--- src/rtl/riscv_ctrl_pkg.sv ---
// Shared types and encodings for the multicycle RISC-V control FSM.
// The TRAP state exists only when ILLEGAL_TRAP_EN is defined.
package riscv_ctrl_pkg;

  // FETCH..JAL follow the classic multicycle flow; TRAP parks on an undecoded opcode
  typedef enum logic [3:0] {
    S_FETCH, S_DECODE, S_MEMADR, S_MEMREAD, S_MEMWB, S_MEMWRITE,
    S_EXECUTER, S_EXECUTEI, S_ALUWB, S_BEQ, S_JAL
`ifdef ILLEGAL_TRAP_EN
    , S_TRAP
`endif
  } state_e;

  typedef enum logic [1:0] {ALUOP_ADD, ALUOP_SUB, ALUOP_FUNCT} alu_op_e;

  localparam logic [6:0] OP_LOAD  = 7'b0000011;
  localparam logic [6:0] OP_STORE = 7'b0100011;
  localparam logic [6:0] OP_RTYPE = 7'b0110011;
  localparam logic [6:0] OP_ITYPE = 7'b0010011;
  localparam logic [6:0] OP_BEQ   = 7'b1100011;
  localparam logic [6:0] OP_JAL   = 7'b1101111;

  localparam logic [1:0] IMM_I = 2'b00;
  localparam logic [1:0] IMM_S = 2'b01;
  localparam logic [1:0] IMM_B = 2'b10;
  localparam logic [1:0] IMM_J = 2'b11;

  localparam logic [2:0] ALU_ADD = 3'b000;
  localparam logic [2:0] ALU_SUB = 3'b001;
  localparam logic [2:0] ALU_AND = 3'b010;
  localparam logic [2:0] ALU_OR  = 3'b011;
  localparam logic [2:0] ALU_SLT = 3'b101;

  localparam logic [1:0] RES_ALUOUT   = 2'b00;
  localparam logic [1:0] RES_READDATA = 2'b01;
  localparam logic [1:0] RES_ALURES   = 2'b10;

  localparam logic [1:0] SRCA_PC    = 2'b00;
  localparam logic [1:0] SRCA_OLDPC = 2'b01;
  localparam logic [1:0] SRCA_RS1   = 2'b10;

  localparam logic [1:0] SRCB_RS2  = 2'b00;
  localparam logic [1:0] SRCB_IMM  = 2'b01;
  localparam logic [1:0] SRCB_FOUR = 2'b10;

endpackage

--- src/rtl/alu_decoder.sv ---
// Combinational ALU operation decode from ALUOp and instruction funct fields.
module alu_decoder
  import riscv_ctrl_pkg::*;
(
  input  alu_op_e    alu_op,
  input  logic [2:0] funct3,
  input  logic       funct7_5,
  input  logic       op_5,
  output logic [2:0] alu_control
);

  always_comb begin
    alu_control = ALU_ADD;
    case (alu_op)
      ALUOP_ADD: alu_control = ALU_ADD;
      ALUOP_SUB: alu_control = ALU_SUB;
      ALUOP_FUNCT: begin
        case (funct3)
          // funct7[5] only means sub for R-type; for addi it is an immediate bit
          3'b000:  alu_control = (op_5 && funct7_5) ? ALU_SUB : ALU_ADD;
          3'b010:  alu_control = ALU_SLT;
          3'b110:  alu_control = ALU_OR;
          3'b111:  alu_control = ALU_AND;
          default: alu_control = ALU_ADD;
        endcase
      end
      default: alu_control = ALU_ADD;
    endcase
  end

endmodule

--- src/rtl/multicycle_controller.sv ---
// Multicycle RISC-V control FSM: sequences fetch/decode/execute/memory/writeback.
// Optional ILLEGAL_TRAP_EN adds a sticky IllegalInstr flag and a TRAP state.
module multicycle_controller
  import riscv_ctrl_pkg::*;
(
  input  logic        clk,
  input  logic        reset,
  input  logic [31:0] Instr,
  input  logic        Zero,
  input  logic        MemReady,
  output logic        PCWrite,
  output logic        AdrSrc,
  output logic        MemWrite,
  output logic        MemReq,
  output logic        IRWrite,
  output logic [1:0]  ResultSrc,
  output logic [1:0]  ALUSrcA,
  output logic [1:0]  ALUSrcB,
  output logic [2:0]  ALUControl,
  output logic [1:0]  ImmSrc,
`ifdef ILLEGAL_TRAP_EN
  output logic        IllegalInstr,
`endif
  output logic        RegWrite
);

  state_e     state_q, state_d;
  alu_op_e    alu_op;
  logic [6:0] opcode;
  logic       unused_instr;

  assign opcode       = Instr[6:0];
  assign unused_instr = ^{Instr[31], Instr[29:15], Instr[11:7]};

`ifdef ILLEGAL_TRAP_EN
  logic illegal_q, illegal_d;
  assign illegal_d    = illegal_q | (state_q == S_DECODE && state_d == S_TRAP);
  assign IllegalInstr = illegal_q;
`endif

  always_ff @(posedge clk) begin
    if (reset) begin
      state_q <= S_FETCH;
`ifdef ILLEGAL_TRAP_EN
      illegal_q <= 1'b0;
`endif
    end else begin
      state_q <= state_d;
`ifdef ILLEGAL_TRAP_EN
      illegal_q <= illegal_d;
`endif
    end
  end

  always_comb begin
    state_d   = state_q;
    alu_op    = ALUOP_ADD;
    PCWrite   = 1'b0;
    AdrSrc    = 1'b0;
    MemWrite  = 1'b0;
    MemReq    = 1'b0;
    IRWrite   = 1'b0;
    RegWrite  = 1'b0;
    ResultSrc = RES_ALUOUT;
    ALUSrcA   = SRCA_PC;
    ALUSrcB   = SRCB_RS2;
    case (state_q)
      S_FETCH: begin
        MemReq  = 1'b1;
        ALUSrcB = SRCB_FOUR;
        if (MemReady) begin
          IRWrite = 1'b1;
          PCWrite = 1'b1;
          state_d = S_DECODE;
        end
      end
      S_DECODE: begin
        ALUSrcA = SRCA_OLDPC;
        ALUSrcB = SRCB_IMM;
        case (opcode)
          OP_LOAD, OP_STORE: state_d = S_MEMADR;
          OP_RTYPE:          state_d = S_EXECUTER;
          OP_ITYPE:          state_d = S_EXECUTEI;
          OP_BEQ:            state_d = S_BEQ;
          OP_JAL:            state_d = S_JAL;
`ifdef ILLEGAL_TRAP_EN
          default:           state_d = S_TRAP;
`else
          default:           state_d = S_FETCH;
`endif
        endcase
      end
      S_MEMADR: begin
        ALUSrcA = SRCA_RS1;
        ALUSrcB = SRCB_IMM;
        state_d = Instr[5] ? S_MEMWRITE : S_MEMREAD;
      end
      S_MEMREAD: begin
        MemReq = 1'b1;
        AdrSrc = 1'b1;
        if (MemReady) state_d = S_MEMWB;
      end
      S_MEMWB: begin
        ResultSrc = RES_READDATA;
        RegWrite  = 1'b1;
        state_d   = S_FETCH;
      end
      S_MEMWRITE: begin
        MemReq   = 1'b1;
        AdrSrc   = 1'b1;
        MemWrite = 1'b1;
        if (MemReady) state_d = S_FETCH;
      end
      S_EXECUTER, S_EXECUTEI: begin
        ALUSrcA = SRCA_RS1;
        ALUSrcB = (state_q == S_EXECUTEI) ? SRCB_IMM : SRCB_RS2;
        alu_op  = ALUOP_FUNCT;
        state_d = S_ALUWB;
      end
      S_ALUWB: begin
        RegWrite = 1'b1;
        state_d  = S_FETCH;
      end
      S_BEQ: begin
        ALUSrcA = SRCA_RS1;
        alu_op  = ALUOP_SUB;
        PCWrite = Zero;
        state_d = S_FETCH;
      end
      S_JAL: begin
        ALUSrcA = SRCA_OLDPC;
        ALUSrcB = SRCB_FOUR;
        PCWrite = 1'b1;
        state_d = S_ALUWB;
      end
`ifdef ILLEGAL_TRAP_EN
      S_TRAP: state_d = S_TRAP;
`endif
      default: state_d = S_FETCH;
    endcase
    // Strobes are killed during reset so an abandoned access never commits
    if (reset) begin
      PCWrite  = 1'b0;
      IRWrite  = 1'b0;
      RegWrite = 1'b0;
      MemWrite = 1'b0;
      MemReq   = 1'b0;
    end
  end

  always_comb begin
    ImmSrc = IMM_I;
    case (opcode)
      OP_STORE: ImmSrc = IMM_S;
      OP_BEQ:   ImmSrc = IMM_B;
      OP_JAL:   ImmSrc = IMM_J;
      default:  ImmSrc = IMM_I;
    endcase
  end

  alu_decoder u_alu_decoder (
    .alu_op      (alu_op),
    .funct3      (Instr[14:12]),
    .funct7_5    (Instr[30]),
    .op_5        (Instr[5]),
    .alu_control (ALUControl)
  );

endmodule

--- config.mk ---
export PLATFORM = sky130hd
export DESIGN_NAME = multicycle_controller
export DESIGN_NICKNAME = d
export VERILOG_FILES = /design/src/rtl/riscv_ctrl_pkg.sv /design/src/rtl/alu_decoder.sv /design/src/rtl/multicycle_controller.sv
export SDC_FILE = /design/constraint.sdc
export NUM_CORES = 1
export LEC_CHECK = 0
export CORE_UTILIZATION = 34
export CTS_CLUSTER_DIAMETER = 100
export DETAILED_ROUTE_END_ITERATION = 8
export GPL_ROUTABILITY_DRIVEN = 0
export PLACE_DENSITY_LB_ADDON = 0.08
export SLEW_MARGIN = 15
export SYNTH_ARGS = -nofsm -noshare
export SYNTH_HDL_FRONTEND = slang
export SYNTH_HIERARCHICAL = 1
export SYNTH_SLANG_ARGS = --single-unit
--- constraint.sdc ---
create_clock -name clk -period 1.9 [get_ports clk]
set_input_delay 0.38 -clock clk [delete_from_list [all_inputs] [get_ports clk]]
set_output_delay 0.38 -clock clk [all_outputs]
set_load 0.02 [all_outputs]
==> metrics.md <==
| Metric | Value |
|---|---|
| Failing checks | `setup timing` |
| Number of antenna violations at the first check in global routing | `0` |
| Path category of the worst min-delay check | `input port to register` |
| Final critical-path share of the clock period | `105%` |
| Start of the worst register-to-register path | `state_q[2]` |
| Share of layout cells above drive strength 1 | `50.9%` |
| Filler cells | `179` |
| Number of synthesized flops with an enable pin | `0` |
| Post-synthesis sequential element count | `4` |
| Max reg flops | `4` |
| Die span in x | `47.6 um` |
| Unrepaired setup endpoints after global routing | `yes` |
| Number of hold buffers added after CTS | `0` |
| Final Total Pwr | `368 uW` |
| Number of hold violations in the final report | `0` |
| Number of DRC markers in iteration 0 | `14` |
| Drt pass-1 iters | `4` |
| Critical path's largest stage delay | `0.32 ns` |
| Worst setup path end | `ALUControl[1]` |
| # H-tree levels | `1` |
| CTS Root Buffer Type | `clkbuf_4` |
| Post-Syn Area | `707 um^2` |
| Number of buffer and inverter instances along the worst setup path | `2` |
| FP Rows | `16` |
| Worst flop-to-flop path endpoint | `state_q[0]` |
| Full die area | `0.00227 mm^2` |
| Top register by number of flip-flops | `state_q` |
| Diode insertion count for antenna repair | `0` |
| TritonCTS clock tree | `yes` |
| Net count reported at finish | `199` |
| Initial Util | `36.0%` |
| Slack of the worst reg-to-reg path | `0.44 ns` |
| Maximum number of pins on one net before global-route repair | `18` |
| Category of the worst setup path capture point | `primary output` |
| Layout overhead on the synthesized area | `94.0%` |
| Final-layout setup total negative slack | `-0.242 ns` |
| Detailed-route wire length | `2360 um` |
| Post-placement worst setup slack | `-0.595 ns` |
| Largest registers | `state_q (4)` |
| Worst hold path cell count | `4` |
| Number of global-route vias before repair | `786` |
| Cells after Synth | `98` |
| Final Util | `69.9%` |
| Number of cells on the critical path | `6` |
| Share of synthesized area occupied by flip-flops and latches | `11.3%` |
| Global router's overall resource usage | `21.5%` |
| IR drop worst, VDD | `259 uV` |
| Final setup violation count | `3` |
| Via count of the routed design | `956` |
| TritonCTS Buffers | `3` |
| Most frequently used flop master after synthesis | `dfxtp_1` |
| Arrival time worst endpoint | `1.62 ns` |
| Category of the worst setup path launch point | `register` |
| Per-cell routed wire length | `12.7 um` |
| Detailed placement HPWL | `1620 um` |
| Via density per instance | `5.14` |
| Post-synthesis area per instance | `7.21 um^2` |
| Maximum fanout encountered on the critical timing path | `3` |
| I/O pin count | `53` |
| Critical path's top delay family | `simple AND/OR/NAND/NOR gates` |
| Die span in y | `47.6 um` |
| FMAX | `501 MHz` |
| Sequence of cells on the critical path | `or2_4 > nor2_4 > inv_2 > ha_4 > and4b_2 > buf_6` |
| DRC Markers | `0` |
| # port buffers | `30` |
| Buffer levels on the longest clock path | `2` |
| Slowest-stage cell, CP | `dfxtp_2` |
| Static leakage | `0.595 nW` |
| Setup CP Type | `register to primary output` |
| Overflow left after global routing | `0` |
| Number of max-capacitance violations reported | `0` |
| First-pass GRT wire length | `3460 um` |
| Core Region | `0.00196 mm^2` |
| Run status | `complete, but fails checks` |
| Smallest setup slack after layout | `-0.0958 ns` |
| Worst R2R Path Depth | `6` |
| Critical Path RT | `1.52 ns` |
| Clk slew on worst S/H paths | `0.04 ns` |
| Skew-Pair Late Insertion Delay | `0.24 ns` |
| Leading cell types in the layout, fill and taps excluded | `buf_4 (38), dlygate4sd2_1 (9), nor2_1 (8), clkdlybuf4s50_1 (7)` |
| FFs w/ async S/R, synth | `0%` |
| Launch point of the critical path | `state_q[2]` |
| Final min period | `2.00 ns` |
| Most frequent standard cell in the layout excluding fill and tap cells | `buf_4` |
| Remaining antenna violation count | `0` |
| Largest clock skew in the final design | `0.000674 ns` |
| Count of different cell masters after synthesis | `40` |
| Synthesized Nets | `136` |
| Power density over cell area | `268 mW/mm^2` |
| Clock sink count | `4` |
| Max-slew violation total from the final report | `0` |
| Count of synthesis-stage warnings from yosys | `6` |
## area by class of cell
class,instances,area (um^2),share of cell area [%]
inverters,6,25.0,1.82
flip-flops and latches,4,86.3,6.30
repair buffers,66,547,39.9
clock buffers,3,22.5,1.64
multi-input cells,80,657,47.9
well taps,27,33.8,2.46
## layer usage
metal	routed length, um	track usage [%]	up-vias	part of all wire (%)
li1	-	-	473	-
met4	14	6.67	0	0.59
met5	0	0	-	0
met3	63	3.40	2	2.7
met2	1240	37.5	24	53
met1	1040	27.0	457	44
## synth_stat cells (3+ instances only)
library cell  n  area [um^2]
nor2_1        9         33.8
a21oi_1       6         30.0
nand2_1       6         22.5
nand2b_1      6         37.5
buf_2         5         25.0
inv_1         5         18.8
nor3_1        5         25.0
o21ai_0       5         25.0
dfxtp_1       4         80.1
nand3b_1      3         22.5
nor2b_1       3         18.8
nor4_1        3         18.8
nor4b_1       3         26.3
## what timing repair did
item,CTS,global route
setup buffers,4,6
resized for setup,71,25
setup endpoints to repair,16,13
pin swaps,5,6
## worst min path at each step
| stage | from | endpoint |
|---|---|---|
| 2_1_floorplan | reset | state_q[2] |
| 3_3_place_gp | state_q[1] | state_q[3] |
| 3_5_place_dp | state_q[1] | state_q[3] |
| 4_1_cts | state_q[3] | state_q[2] |
| 5_1_grt | MemReady | state_q[2] |
| 6_report | MemReady | state_q[2] |
## worst min-delay path, cell delays in order
cell	delay, ns
dlymetal6s2s_1	0.11
buf_4	0.15
or4_1	0.12
o31ai_2	0.06
## power by group
part	switching [mW]	total (mW)	internal, mW
Clock	0.0432	0.114	0.0712
Combinational	0.0780	0.167	0.0889
Sequential	0.00187	0.0866	0.0847
Total	0.123	0.368	0.245
## cells by family (layout without fill, tap and decap cells)
| kind of cell | count (synthesis) | after routing | synth area share (%) |
|---|---|---|---|
| AND/OR/NAND/NOR | 50 | 50 | 45.3 |
| AO/OA/AOI/OAI | 23 | 23 | 23.2 |
| flip-flops | 4 | 4 | 11.3 |
| other | 1 | 1 | 0.530 |
| buffers and inverters | 14 | 75 | 10.8 |
| XOR/XNOR | 2 | 2 | 2.48 |
| multiplexers | 2 | 2 | 2.83 |
| adder cells (fa/ha/maj) | 2 | 2 | 3.54 |
## through the flow
stage,cells,hold slack [ns],instance area (um^2)
floorplan,98,0.576,746
global placement,174,0.683,1230
detailed placement,174,0.682,1230
CTS,181,0.769,1290
global route,186,0.638,1370
finish,186,0.615,1370
Note: power is estimated with default switching activity, not from simulation.
